==> src/rtl/seg7_decode_monitor_if.sv <==
// Snapshot handshake between the 7-segment readback monitor and its consumer.
// Member names match the original flat port names so existing consumers map one-to-one.
interface seg7_decode_monitor_if #(
    parameter int unsigned NUM_DIGITS = 6
);
    logic [4*NUM_DIGITS-1:0] oDIG;
    logic [NUM_DIGITS-1:0]   oDOT;
    logic [NUM_DIGITS-1:0]   oERR;
    logic                    oVALID;
    logic                    iREADY;

    modport master (
        output oDIG,
        output oDOT,
        output oERR,
        output oVALID,
        input  iREADY
    );

    modport slave (
        input  oDIG,
        input  oDOT,
        input  oERR,
        input  oVALID,
        output iREADY
    );
endinterface

==> src/rtl/seg7_decode_monitor.sv <==
// Readback monitor for active-low HEX segment buses: waits for a stable pattern,
// decodes each lane to hex plus dot, and offers the snapshot over valid/ready.
module seg7_decode_monitor #(
    parameter int unsigned NUM_DIGITS    = 6,
    parameter int unsigned STABLE_CYCLES = 4
) (
    input  logic                    iCLK,
    input  logic                    iRST,
    input  logic [8*NUM_DIGITS-1:0] iSEG,
    seg7_decode_monitor_if.master   snap,
    output logic                    oDROP,
    output logic [15:0]             oCOUNT
);
    localparam int unsigned   W       = 8 * NUM_DIGITS;
    localparam int unsigned   CW      = $clog2(STABLE_CYCLES + 1);
    localparam logic [CW-1:0] CNT_MAX = CW'(STABLE_CYCLES);
    localparam logic [CW-1:0] CNT_PRE = CW'(STABLE_CYCLES - 1);

    typedef enum logic {
        IDLE,
        PEND
    } state_e;

    state_e                  state_q, state_d;
    logic [W-1:0]            s_q, s_d, last_q, last_d;
    logic [CW-1:0]           cnt_q, cnt_d;
    logic [4*NUM_DIGITS-1:0] dig_q, dig_d, dec_dig;
    logic [NUM_DIGITS-1:0]   dot_q, dot_d, err_q, err_d, dec_err, dec_dot;
    logic                    valid_q, valid_d, drop_q, drop_d;
    logic [15:0]             count_q, count_d;
    logic                    stable, newpat;

    // Returns {err, digit}; anything outside the encoder table is flagged as an error.
    function automatic logic [4:0] decode(input logic [6:0] seg);
        logic [4:0] r;
        case (seg)
            7'h40:   r = 5'h00;
            7'h79:   r = 5'h01;
            7'h24:   r = 5'h02;
            7'h30:   r = 5'h03;
            7'h19:   r = 5'h04;
            7'h12:   r = 5'h05;
            7'h02:   r = 5'h06;
            7'h78:   r = 5'h07;
            7'h00:   r = 5'h08;
            7'h18:   r = 5'h09;
            7'h08:   r = 5'h0A;
            7'h03:   r = 5'h0B;
            7'h46:   r = 5'h0C;
            7'h21:   r = 5'h0D;
            7'h06:   r = 5'h0E;
            7'h0E:   r = 5'h0F;
            default: r = 5'h10;
        endcase
        return r;
    endfunction

    always_comb begin
        dec_dig = '0;
        dec_err = '0;
        dec_dot = '0;
        for (int unsigned k = 0; k < NUM_DIGITS; k++) begin
            {dec_err[k], dec_dig[4*k +: 4]} = decode(s_q[8*k +: 7]);
            dec_dot[k] = s_q[8*k+7];
        end
    end

    assign stable = (cnt_q == CNT_MAX);
    assign newpat = stable && (s_q != last_q);

    always_comb begin
        s_d     = iSEG;
        cnt_d   = cnt_q;
        state_d = state_q;
        last_d  = last_q;
        dig_d   = dig_q;
        dot_d   = dot_q;
        err_d   = err_q;
        valid_d = valid_q;
        count_d = count_q;
        drop_d  = drop_q;

        if (iSEG != s_q) begin
            cnt_d = '0;
        end else if (cnt_q < CNT_MAX) begin
            cnt_d = cnt_q + CW'(1);
        end

        case (state_q)
            IDLE: begin
                if (newpat) begin
                    dig_d   = dec_dig;
                    err_d   = dec_err;
                    dot_d   = dec_dot;
                    last_d  = s_q;
                    valid_d = 1'b1;
                    state_d = PEND;
                end
            end
            PEND: begin
                if (snap.iREADY) begin
                    valid_d = 1'b0;
                    count_d = count_q + 16'd1;
                    state_d = IDLE;
                end
            end
            default: state_d = IDLE;
        endcase

        // A new pattern is about to become stable while the consumer still holds the old one.
        if ((state_q == PEND) && (cnt_q == CNT_PRE) && (iSEG == s_q) && (s_q != last_q)) begin
            drop_d = 1'b1;
        end
    end

    always_ff @(posedge iCLK) begin
        if (iRST) begin
            state_q <= IDLE;
            s_q     <= '1;
            last_q  <= '1;
            cnt_q   <= '0;
            dig_q   <= '0;
            dot_q   <= '1;
            err_q   <= '0;
            valid_q <= 1'b0;
            drop_q  <= 1'b0;
            count_q <= '0;
        end else begin
            state_q <= state_d;
            s_q     <= s_d;
            last_q  <= last_d;
            cnt_q   <= cnt_d;
            dig_q   <= dig_d;
            dot_q   <= dot_d;
            err_q   <= err_d;
            valid_q <= valid_d;
            drop_q  <= drop_d;
            count_q <= count_d;
        end
    end

    assign snap.oDIG   = dig_q;
    assign snap.oDOT   = dot_q;
    assign snap.oERR   = err_q;
    assign snap.oVALID = valid_q;
    assign oDROP       = drop_q;
    assign oCOUNT      = count_q;
endmodule
==> src/flat_wrapper.sv <==
// flat-port wrapper written by rule: the top's interface ports become plain ports
module seg7_decode_monitor_flat 
#(
    parameter int unsigned NUM_DIGITS    = 6,
    parameter int unsigned STABLE_CYCLES = 4
)
  (iCLK, iRST, iSEG, oDROP, oCOUNT, snap_oDIG, snap_oDOT, snap_oERR, snap_oVALID, snap_iREADY);
  seg7_decode_monitor_if #(.NUM_DIGITS(NUM_DIGITS)) snap_i ();
  input  logic iCLK;
  input  logic iRST;
  input  logic [8*NUM_DIGITS-1:0] iSEG;
  output logic oDROP;
  output logic [15:0] oCOUNT;
  output wire logic [$bits(snap_i.oDIG)-1:0] snap_oDIG;
  output wire logic [$bits(snap_i.oDOT)-1:0] snap_oDOT;
  output wire logic [$bits(snap_i.oERR)-1:0] snap_oERR;
  output wire logic [$bits(snap_i.oVALID)-1:0] snap_oVALID;
  input wire logic [$bits(snap_i.iREADY)-1:0] snap_iREADY;
  assign snap_oDIG = snap_i.oDIG;
  assign snap_oDOT = snap_i.oDOT;
  assign snap_oERR = snap_i.oERR;
  assign snap_oVALID = snap_i.oVALID;
  assign snap_i.iREADY = snap_iREADY;
  seg7_decode_monitor #(.NUM_DIGITS(NUM_DIGITS), .STABLE_CYCLES(STABLE_CYCLES)) u_core (.iCLK(iCLK), .iRST(iRST), .iSEG(iSEG), .snap(snap_i), .oDROP(oDROP), .oCOUNT(oCOUNT));
endmodule
==> config.mk <==
export PLATFORM = sky130hd
export DESIGN_NAME = seg7_decode_monitor_flat
export DESIGN_NICKNAME = d
export VERILOG_FILES = /design/src/rtl/seg7_decode_monitor_if.sv /design/src/rtl/seg7_decode_monitor.sv /design/src/flat_wrapper.sv
export SDC_FILE = /design/constraint.sdc
export NUM_CORES = 1
export LEC_CHECK = 0
export CAP_MARGIN = 20
export CORE_MARGIN = 2
export CORE_UTILIZATION = 41
export CTS_BUF_LIST = sky130_fd_sc_hd__clkbuf_4
export DETAILED_ROUTE_END_ITERATION = 16
export PLACE_DENSITY = 0.71
export SLEW_MARGIN = 25
export SYNTH_ARGS = -nofsm -noshare
export SYNTH_HDL_FRONTEND = slang
export SYNTH_SLANG_ARGS = --single-unit
==> constraint.sdc <==
create_clock -name iCLK -period 4.55 [get_ports iCLK]
set_input_delay 0.91 -clock iCLK [delete_from_list [all_inputs] [get_ports iCLK]]
set_output_delay 0.91 -clock iCLK [all_outputs]
set_load 0.01 [all_outputs]
==> flow_summary.toml <==
[finish]
n_fill_cell = 1884
fin_cells = 1318
area_growth_pct = 14.75
final_cell_mix = "dfxtp_1 (148), nor2_1 (132), xnor2_1 (103), clkdlybuf4s50_1 (103), nor3_1 (70)"
register_area_um2 = 2963
nets = 1095
layout_commonest_cell = "dfxtp_1"
multi_input_area_um2 = 4662
drive_gt1_frac = 0.1036
final_util = 0.4802

[floorplanning]
start_util = 0.4185
coreArea_um2 = 19460
die_w_um = 145.0
rows = 51
ios = 105
dieHeight_um = 145.0
die_area_um2 = 21010

[run_status]
status = "completed"

[synthesis]
syn-num-nets = 1067
postSynthAreaPerCell_um2 = 8.049
synthFlopType = "dfxtp_1"
synth_cells = 1012
synth_warnings = 0
synth-seq-cells = 148
synthArstFlopShare = 0
synth_edf_count = 0
synthesis.area_um2 = 8145
yosysUniqueCellTypes = 64
seq_area_frac_synth = 0.3637

[cts]
post-cts-setup-buffer-count = 0
htree_levels = 4
clock_path_buffers = 2
hold_buffers = 0
clk_pin_slew_worst_paths_ps = 120
cts-buffers-inserted = 17
cts_tree = "built"
cts_root_buf = "clkbuf_4"
clock_sinks = 148
ctsResizeCount = 0
clock_latency_ps = 560

[setup_path]
cp-start-kind = "register"
r2r-start = "u_core.s_q[45]$_SDFF_PP1_"
rrSetupSlack_ps = 2040
end_kind = "register"
critPathSlowestCell = "dfxtp_1"
r2r-end = "u_core.last_q[20]$_SDFFE_PP1P_"
path_class = "register to register"
worstPathCellList = "xnor2_1 > nand4_1 > nor4_2 > a31oi_4 > buf_6 > nor3_1 > a21oi_1"
worstPathRequired_ps = 4960
cpPeakStageDelay_ps = 770
path_max_fanout = 104
critPathArrivalTime_ps = 2920
worstRegToRegCells = 7

[global_routing]
overflow = 0
grt_pass1_wl_um = 33540
grt_pass1_vias = 6486
antenna_found_initial = 1
grt_max_degree = 165
grt_usage = 0.1953

[timing]
rsz0062_at_grt = "false"
timing.fmax_ghz = 0.3981
fin_skew_ps = 18.85
slew_headroom = 0.4818
tightest_slew_ps = 777.3
min_period_ps = 2512
setup-tns-final_ps = 0
setup_viol = 0
hold_violations = 0
fin_crit_sh = 0.5521
hold-worst-slack_ps = 470.9
report.final.slew_viol_count = 0

[worst_hold_path]
hp-start = "u_core.snap.oERR[2]$_SDFFE_PP0P_"
hold_path.class = "register to register"
min_to = "u_core.snap.oERR[2]$_SDFFE_PP0P_"
hold_depth = 2

[route]
post-route-drc-count = 0
first_pass_iters = 5
route.vias.total = 7218
wl_per_cell_um = 15.56
postRouteAntennaNets = 0
routed_wl_um = 20510
via_per_inst = 5.476
drt_iter0_markers = 761

[placement]
globalplace.congestion = 0.8503
numPortBuffers = 104
post-dp-hpwl_um = 14320
post-place-cells = 1286

[power]
p_leak_nw = 3.094
power_mw = 2.418
peakVddDrop_mv = 0.1252
p_per_area_nw_per_um2 = 258.7

[run]
drv_cap = 0
[report_power, final]
group	switching [mW]	internal, mW	total (mW)
clock	0.463	0.279	0.742
sequential	0.0823	1.32	1.40
combinational	0.136	0.140	0.275
total	0.681	1.74	2.42
[state kept, by name (all words and copies together), names as in the netlist]
register	count
u_core.cnt_q	3
u_core.last_q	42
u_core.oCOUNT	16
u_core.oDROP	1
u_core.s_q	48
u_core.snap.oDIG	24
u_core.snap.oDOT	6
u_core.snap.oERR	6
u_core.snap.oVALID	1
u_core.state_q	1
[through the flow]
stage                     setup WS [ps]  cell area [um2]
after floorplan                    2455             8145
after global placement             1839             9101
after detailed placement           1825             9101
after CTS                          1861             9340
after global routing               1790             9346
final                              2038             9346
[layout make-up]
class	count	share of cell area
multi-input combinational	748	0.4988
sequential	148	0.3170
timing repair buffer	108	0.1161
tap	265	0.03548
clock buffer	20	0.01606
clock inverter	11	0.009505
inverter	17	0.006827
antenna	1	0.0002677
[cells by family after synthesis]
| family | Yosys count | synth area share |
|---|---|---|
| simple gates | 445 | 0.2817 |
| compound gates | 174 | 0.1493 |
| flops | 148 | 0.3637 |
| xor+xnor | 121 | 0.1301 |
| buf+inv | 116 | 0.06390 |
| mux | 4 | 0.005069 |
| fa+ha+maj | 4 | 0.006145 |
[worst max-delay path: cells and delay by family, from the launching register on]
family	cells	cell delay, ps
xor+xnor	1	190
flops	1	770
compound gates	2	190
simple gates	3	830
buf+inv	1	320
[synthesized netlist by cell type, types with 4 or more instances]
cell type	n	area share
buf_4	6	0.0055
nand3b_1	7	0.0065
nor4_1	15	0.012
nand4_1	34	0.026
or3_1	8	0.0061
ha_1	4	0.0061
xnor2_1	103	0.11
nor2b_1	13	0.010
buf_6	5	0.0069
nand2b_1	13	0.010
a21oi_1	67	0.041
nor3b_1	9	0.0083
nor3_1	70	0.043
inv_1	17	0.0078
a311oi_1	5	0.0054
nand3_1	22	0.014
and3_1	5	0.0038
nand2_1	47	0.022
o21ai_0	24	0.015
or2_2	51	0.039
dfxtp_1	148	0.36
and4_1	5	0.0054
nor2_1	132	0.061
a31oi_1	15	0.012
xor2_1	18	0.019
clkbuf_1	53	0.024
buf_1	15	0.0069
buf_2	20	0.012
a211oi_2	18	0.028
o311a_1	4	0.0049
[routing by layer]
layer	GRT usage	vias to the layer above	routed length, um
li1	-	3570	-
met1	0.2717	3409	9844
met2	0.3081	213	9254
met3	0.03836	26	1012
met4	0.05495	0	394
met5	0	-	0
[how the worst max path moves through the flow]
stage,start,end,slack [ps],depth (start not counted)
4_1_cts,u_core.s_q[11]$_SDFF_PP1_,u_core.snap.oDIG[1]$_SDFFE_PP0P_,1860,7
2_1_floorplan,iRST,u_core.oDROP$_SDFFE_PP0P_,2460,4
5_1_grt,u_core.s_q[11]$_SDFF_PP1_,u_core.last_q[13]$_SDFFE_PP1P_,1790,7
6_report,u_core.s_q[45]$_SDFF_PP1_,u_core.last_q[20]$_SDFFE_PP1P_,2040,7
3_3_place_gp,iSEG[1],u_core.oDROP$_SDFFE_PP0P_,1840,6
3_5_place_dp,iSEG[1],u_core.oDROP$_SDFFE_PP0P_,1820,6
Power figures use the tool's default switching activity.
